**src/rtl/axis_sink_pkg.sv**
```systemverilog
// Shared types and helpers for the AXI4-Stream frame sink.
package axis_sink_pkg;

  localparam int DEF_DATA_W = 32;
  localparam int DEF_DEPTH  = 8;

  typedef enum logic [1:0] {
    IDLE    = 2'b00,
    RECEIVE = 2'b01,
    HOLD    = 2'b10
  } state_t;

  // Buffer address width; a depth of 1 still needs one address bit.
  function automatic int ptr_width(input int depth);
    return (depth > 1) ? $clog2(depth) : 1;
  endfunction

  // Frame length must be able to represent the full depth.
  function automatic int len_width(input int depth);
    return $clog2(depth + 1);
  endfunction

  // One byte lane: all ones when the strobe is set, zero otherwise.
  function automatic logic [7:0] lane_mask(input logic en);
    return {8{en}};
  endfunction

endpackage

```
**src/rtl/axis_sink_buf.sv**
```systemverilog
// Frame buffer: byte-masked synchronous write, registered read.
// Lanes with a cleared strobe are stored as zero, not left unchanged.
module axis_sink_buf
  import axis_sink_pkg::*;
#(
  parameter int DW    = DEF_DATA_W,
  parameter int DEPTH = DEF_DEPTH,
  parameter int AW    = ptr_width(DEF_DEPTH)
) (
  input  logic            clk,
  input  logic            rst_n,
  input  logic            we,
  input  logic [AW-1:0]   waddr,
  input  logic [DW-1:0]   wdata,
  input  logic [DW/8-1:0] wstrb,
  input  logic [AW-1:0]   raddr,
  output logic [DW-1:0]   rdata
);

  localparam int NB = DW / 8;

  logic [DW-1:0] mem [DEPTH];
  logic [DW-1:0] wdata_m;

  for (genvar b = 0; b < NB; b++) begin : g_lane
    assign wdata_m[b*8 +: 8] = wdata[b*8 +: 8] & lane_mask(wstrb[b]);
  end

  // Storage is deliberately not reset.
  always_ff @(posedge clk) begin
    if (we) mem[waddr] <= wdata_m;
  end

  // Read port runs every cycle; output register is cleared by reset.
  always_ff @(posedge clk or negedge rst_n) begin
    if (!rst_n) rdata <= '0;
    else        rdata <= mem[raddr];
  end

endmodule

```
**src/rtl/axis_stream_sink.sv**
```systemverilog
// AXI4-Stream slave that captures one frame, holds it for random-access
// reads, and releases it on frame_ack.
// Optional: define AXIS_SINK_SEQ_CHECK_EN to flag words that break the
// 1,2,3,... counting sequence (seq_err, sticky until the next IDLE).
module axis_stream_sink
  import axis_sink_pkg::*;
#(
  parameter int C_S_AXIS_TDATA_WIDTH  = DEF_DATA_W,
  parameter int NUMBER_OF_INPUT_WORDS = DEF_DEPTH,
  localparam int PTR_W = ptr_width(NUMBER_OF_INPUT_WORDS),
  localparam int LEN_W = len_width(NUMBER_OF_INPUT_WORDS)
) (
  input  logic                              S_AXIS_ACLK,
  input  logic                              S_AXIS_ARESETN,
  output logic                              S_AXIS_TREADY,
  input  logic [C_S_AXIS_TDATA_WIDTH-1:0]   S_AXIS_TDATA,
  input  logic [C_S_AXIS_TDATA_WIDTH/8-1:0] S_AXIS_TSTRB,
  input  logic                              S_AXIS_TLAST,
  input  logic                              S_AXIS_TVALID,
  output logic                              frame_valid,
  output logic [LEN_W-1:0]                  frame_len,
  output logic                              frame_trunc,
  input  logic                              frame_ack,
  input  logic [PTR_W-1:0]                  rd_addr,
  output logic [C_S_AXIS_TDATA_WIDTH-1:0]   rd_data,
  output logic                              seq_err
);

  localparam int DW = C_S_AXIS_TDATA_WIDTH;

  state_t           state_q, state_d;
  logic [PTR_W-1:0] wr_ptr;
  logic             tready_q;
  logic             accept, last_slot, frame_end;

  assign accept    = S_AXIS_TVALID & tready_q;
  assign last_slot = (wr_ptr == PTR_W'(NUMBER_OF_INPUT_WORDS - 1));
  assign frame_end = accept & (S_AXIS_TLAST | last_slot);

  assign S_AXIS_TREADY = tready_q;
  assign frame_valid   = (state_q == HOLD);

  // Next-state: one IDLE cycle, receive until TLAST or full, hold until ack.
  always_comb begin
    state_d = state_q;
    case (state_q)
      IDLE:    state_d = RECEIVE;
      RECEIVE: if (frame_end) state_d = HOLD;
      HOLD:    if (frame_ack) state_d = IDLE;
      default: state_d = IDLE;
    endcase
  end

  // State register.
  always_ff @(posedge S_AXIS_ACLK or negedge S_AXIS_ARESETN) begin
    if (!S_AXIS_ARESETN) state_q <= IDLE;
    else                 state_q <= state_d;
  end

  // Ready is registered from the next state so it drops on the edge that
  // closes the frame and never depends on TVALID.
  always_ff @(posedge S_AXIS_ACLK or negedge S_AXIS_ARESETN) begin
    if (!S_AXIS_ARESETN) tready_q <= 1'b0;
    else                 tready_q <= (state_d == RECEIVE);
  end

  // Write pointer and frame descriptor; length is captured on the closing word.
  always_ff @(posedge S_AXIS_ACLK or negedge S_AXIS_ARESETN) begin
    if (!S_AXIS_ARESETN) begin
      wr_ptr      <= '0;
      frame_len   <= '0;
      frame_trunc <= 1'b0;
    end else if (state_q == IDLE) begin
      wr_ptr      <= '0;
      frame_trunc <= 1'b0;
    end else if (accept) begin
      wr_ptr <= wr_ptr + PTR_W'(1);
      if (frame_end) begin
        frame_len   <= LEN_W'(wr_ptr) + LEN_W'(1);
        frame_trunc <= ~S_AXIS_TLAST;
      end
    end
  end

`ifdef AXIS_SINK_SEQ_CHECK_EN
  logic [DW-1:0] exp_q;
  logic          seq_err_q;

  // Expected-value counter; any mismatch latches seq_err until IDLE.
  always_ff @(posedge S_AXIS_ACLK or negedge S_AXIS_ARESETN) begin
    if (!S_AXIS_ARESETN) begin
      exp_q     <= '0;
      seq_err_q <= 1'b0;
    end else if (state_q == IDLE) begin
      exp_q     <= DW'(1);
      seq_err_q <= 1'b0;
    end else if (accept) begin
      exp_q <= exp_q + DW'(1);
      if (S_AXIS_TDATA != exp_q) seq_err_q <= 1'b1;
    end
  end

  assign seq_err = seq_err_q;
`else
  assign seq_err = 1'b0;
`endif

  axis_sink_buf #(
    .DW    (DW),
    .DEPTH (NUMBER_OF_INPUT_WORDS),
    .AW    (PTR_W)
  ) u_buf (
    .clk   (S_AXIS_ACLK),
    .rst_n (S_AXIS_ARESETN),
    .we    (accept),
    .waddr (wr_ptr),
    .wdata (S_AXIS_TDATA),
    .wstrb (S_AXIS_TSTRB),
    .raddr (rd_addr),
    .rdata (rd_data)
  );

endmodule

```
**config.mk**
```make
export PLATFORM = sky130hd
export DESIGN_NAME = axis_stream_sink
export DESIGN_NICKNAME = d
export VERILOG_FILES = /design/src/rtl/axis_sink_pkg.sv /design/src/rtl/axis_sink_buf.sv /design/src/rtl/axis_stream_sink.sv
export SDC_FILE = /design/constraint.sdc
export NUM_CORES = 1
export LEC_CHECK = 0
export BUFFER_PORTS_ARGS = -buffer_cell sky130_fd_sc_hd__buf_2
export CORE_UTILIZATION = 25
export CTS_BUF_LIST = sky130_fd_sc_hd__clkbuf_8
export DETAILED_ROUTE_END_ITERATION = 6
export MAX_ROUTING_LAYER = met4
export PLACE_DENSITY = 0.44
export SYNTH_ARGS = -nofsm -noshare
export SYNTH_HDL_FRONTEND = slang
export SYNTH_SLANG_ARGS = --single-unit
```
**constraint.sdc**
```tcl
create_clock -name S_AXIS_ACLK -period 7.31 [get_ports S_AXIS_ACLK]
set_input_delay 1.462 -clock S_AXIS_ACLK [delete_from_list [all_inputs] [get_ports S_AXIS_ACLK]]
set_output_delay 1.462 -clock S_AXIS_ACLK [all_outputs]
set_load 0.01 [all_outputs]
```
==> impl_metrics.toml <==
[run_status]
run_status = "complete, no violations"

[sta]
final_period_minus_worst_setup_slack_ns = 3.10
timing_max_transition_violations_final = 0
timing_hold_violations_final = 0
post-route-period-util_pct = 42.4
max-slew-margin-rel_pct = 25.5
max_freq_ghz = 0.323
setup-tns-final_ns = 0
worst_max_slew_pin_slew_ns = 1.12
clock-skew-final_ns = 0.0155
grt_setup_unrepaired = "false"
final-setup-viol-count = 0

[grt]
grt_overflow = 0
first_global_vias = 5818
antenna_violations_before_repair = 0
globalRouteTotalUtil_pct = 11.5
global_route_wire_length_before_repair_microns = 37500
grt_max_degree = 65

[yosys]
area_fraction_in_compound_gates_after_synthesis_pct = 0.332
synth.ff_latch_count = 299
synth.avg_cell_area_sq_um = 23.1
synth_cell_area_sq_um = 11300
synth_adder_area_share_pct = 0.222
synth.yosys.seq_area_share_pct = 77.6
post_synth_and_or_nand_nor_area_fraction_pct = 2.84
postSynthCellCount = 489
ys_types = 24
yosys.area_share.xor_xnor_pct = 0
synth.net_count = 535
synth.mux.area_fraction_pct = 17.8
ys.warnings.count = 0
synth_top_family_by_area = "multiplexers"

[routing]
met3RoutedLength_microns = 1050
detail_route.drc_violations = 0
via_count = 5250
met2_length_microns = 12900
totalWireLength_microns = 25500
firstDrtPassIters = 4
highest_layer = "met4"
post_drt_via_cell_ratio = 4.20
drt_first_iter_violations = 284
wl_per_cell_microns = 20.4
route.layer.met1.wl_microns = 11100
ant_nets = 0

[die]
boundaryPins = 84
core_region_area_sq_um = 44400
die_w_microns = 215
rows = 77
floorplan.initialDensity_pct = 25.4
die_height_microns = 215
dieArea_sq_um = 46000

[layout]
final_cell_area_sq_um = 13500
antenna_cells = 0
layout-drive-gt1-share_pct = 35.2
final_core_util_pct = 30.3
design.final.nets = 663
syn2layout_area_growth_pct = 19.3

[setup_path]
crit_type = "primary input to flop"
setup.reg_to_reg.worst_slack_ns = 5.09
timing.critical_path.from_type = "primary input"
critical_path.max_fanout = 55
worst_r2r_path_depth = 4
worst_ep_arrival_time_ns = 3.54
critPathRequiredTime_ns = 7.76
critical_path.reg2reg.endpoint = "u_buf.mem[4][5]"
r2r-start = "S_AXIS_TREADY"
crit_path_capture_type = "flop"
startpoint = "rd_addr[0]"

[clocking]
ctsLongestPathBuffers = 3
post-cts-setup-buffers = 0
numCtsBuffers = 50
tritoncts = "yes"
worstSkewPairLatency_ns = 0.57
clk_root_buffer_cell = "clkbuf_8"
cts.sinks = 299
cts_hold_repair.buffers = 0
htree_num_levels = 2
clk_pin_slew_ns = 0.06
resized_after_cts = 0

[power]
vdd_ir_drop_max_uv = 128
p_leak_nw = 4.72
powerDensity_nw_per_um2 = 292

[placed_design]
numPortBuffers = 82
gpl.final_weighted_congestion = 0.700
place_area_sq_um = 12500
post-dp-hpwl_microns = 14100

[worst_hold_path]
hold_path.startpoint = "frame_len[1]"
hold_end = "frame_len[1]"
timing.hold.worst_path_depth = 1
hold_path.class = "flop to flop"

[run]
timing.max_cap.violations = 0
==> critical path, stage by stage <==
cell and delay (ns):
buf_4 0.20, buf_4 0.89, mux4_1 0.67, mux2_2 0.28
==> worst max-delay path by stage <==
stage | end | slack, ns | cells after the start
global placement | u_buf.mem[7][1] | 3.56 | 4
detailed placement | u_buf.mem[6][10] | 3.52 | 4
finish | u_buf.rdata[28] | 4.21 | 4
CTS | u_buf.mem[6][6] | 4.11 | 4
global route | u_buf.rdata[16] | 4.11 | 4
floorplan | u_buf.mem[0][0] | 2.79 | 3
==> flip-flops by register name, indices dropped and copies added, names as in the netlist <==
signal	count
S_AXIS_TREADY	1
frame_len	4
frame_trunc	1
state_q	2
u_buf.mem	256
u_buf.rdata	32
wr_ptr	3
==> cell usage in the layout (no fill, tap or decap), types with 11 or more instances in the layout <==
| cell type | count |
|---|---|
| clkbuf_8 | 54 |
| clkinv_1 | 12 |
| edfxtp_1 | 256 |
| mux4_2 | 24 |
| clkinv_2 | 11 |
| and2_1 | 32 |
| mux2_2 | 36 |
| mux4_1 | 40 |
| buf_2 | 81 |
| dfrtp_1 | 43 |
| inv_1 | 14 |
==> metrics by stage <==
stage	worst slack, ns	hold slack [ns]	power (W)	instances
floorplan	2.79	0.464	0.00239	489
global placement	3.56	0.483	0.00258	1152
detailed placement	3.52	0.493	0.00261	1156
CTS	4.11	0.506	0.00400	1250
global route	4.11	0.516	0.00411	1251
finish	4.21	0.501	0.00394	1251
==> power by group <==
part / total (W) / internal, W / switching [W]
combinational: 0.000430 / 0.000172 / 0.000258
sequential: 0.00212 / 0.00206 / 0.0000632
clock: 0.00138 / 0.000722 / 0.000661
total: 0.00394 / 0.00295 / 0.000982
==> synthesized netlist by cell type <==
master	count	area, sq um
a21oi_1	6	30.0
mux2_2	36	405
mux2i_1	1	10.0
nand2_1	8	30.0
nor3_1	3	15.0
nor2b_1	1	6.26
and2_1	32	200
clkbuf_1	2	7.51
ha_1	2	25.0
edfxtp_1	256	7690
nand2b_1	3	18.8
nor2_1	10	37.5
buf_4	1	7.51
conb_1	1	3.75
buf_6	7	78.8
inv_1	1	3.75
mux4_1	40	1050
a211oi_1	1	7.51
buf_2	6	30.0
and3_1	1	6.26
dfrtp_1	43	1080
mux4_2	24	541
buf_1	3	11.3
and2_0	1	6.26
==> metal layers <==
layer	vias to the layer above	global-route usage [%]
met1	2784	13.9
li1	2297	-
met3	39	2.40
met2	130	19.2
met4	0	3.62
met5	-	-
==> cells by family after synthesis <==
kind of cell,after synthesis
flip-flops,299
multiplexers,101
AND/OR/NAND/NOR,59
buffers and inverters,20
AO/OA/AOI/OAI,7
adder cells (fa/ha/maj),2
other,1
==> area by class of cell <==
cell class | instances | area [sq um]
Tap cell | 592 | 741
Inverter | 1 | 3.75
Sequential cell | 299 | 8760
Fill cell | 4285 | 30900
Clock buffer | 54 | 743
Multi-Input combinational cell | 170 | 2450
Timing Repair Buffer | 95 | 573
Clock inverter | 40 | 204
(Power assumes the default switching activity.)
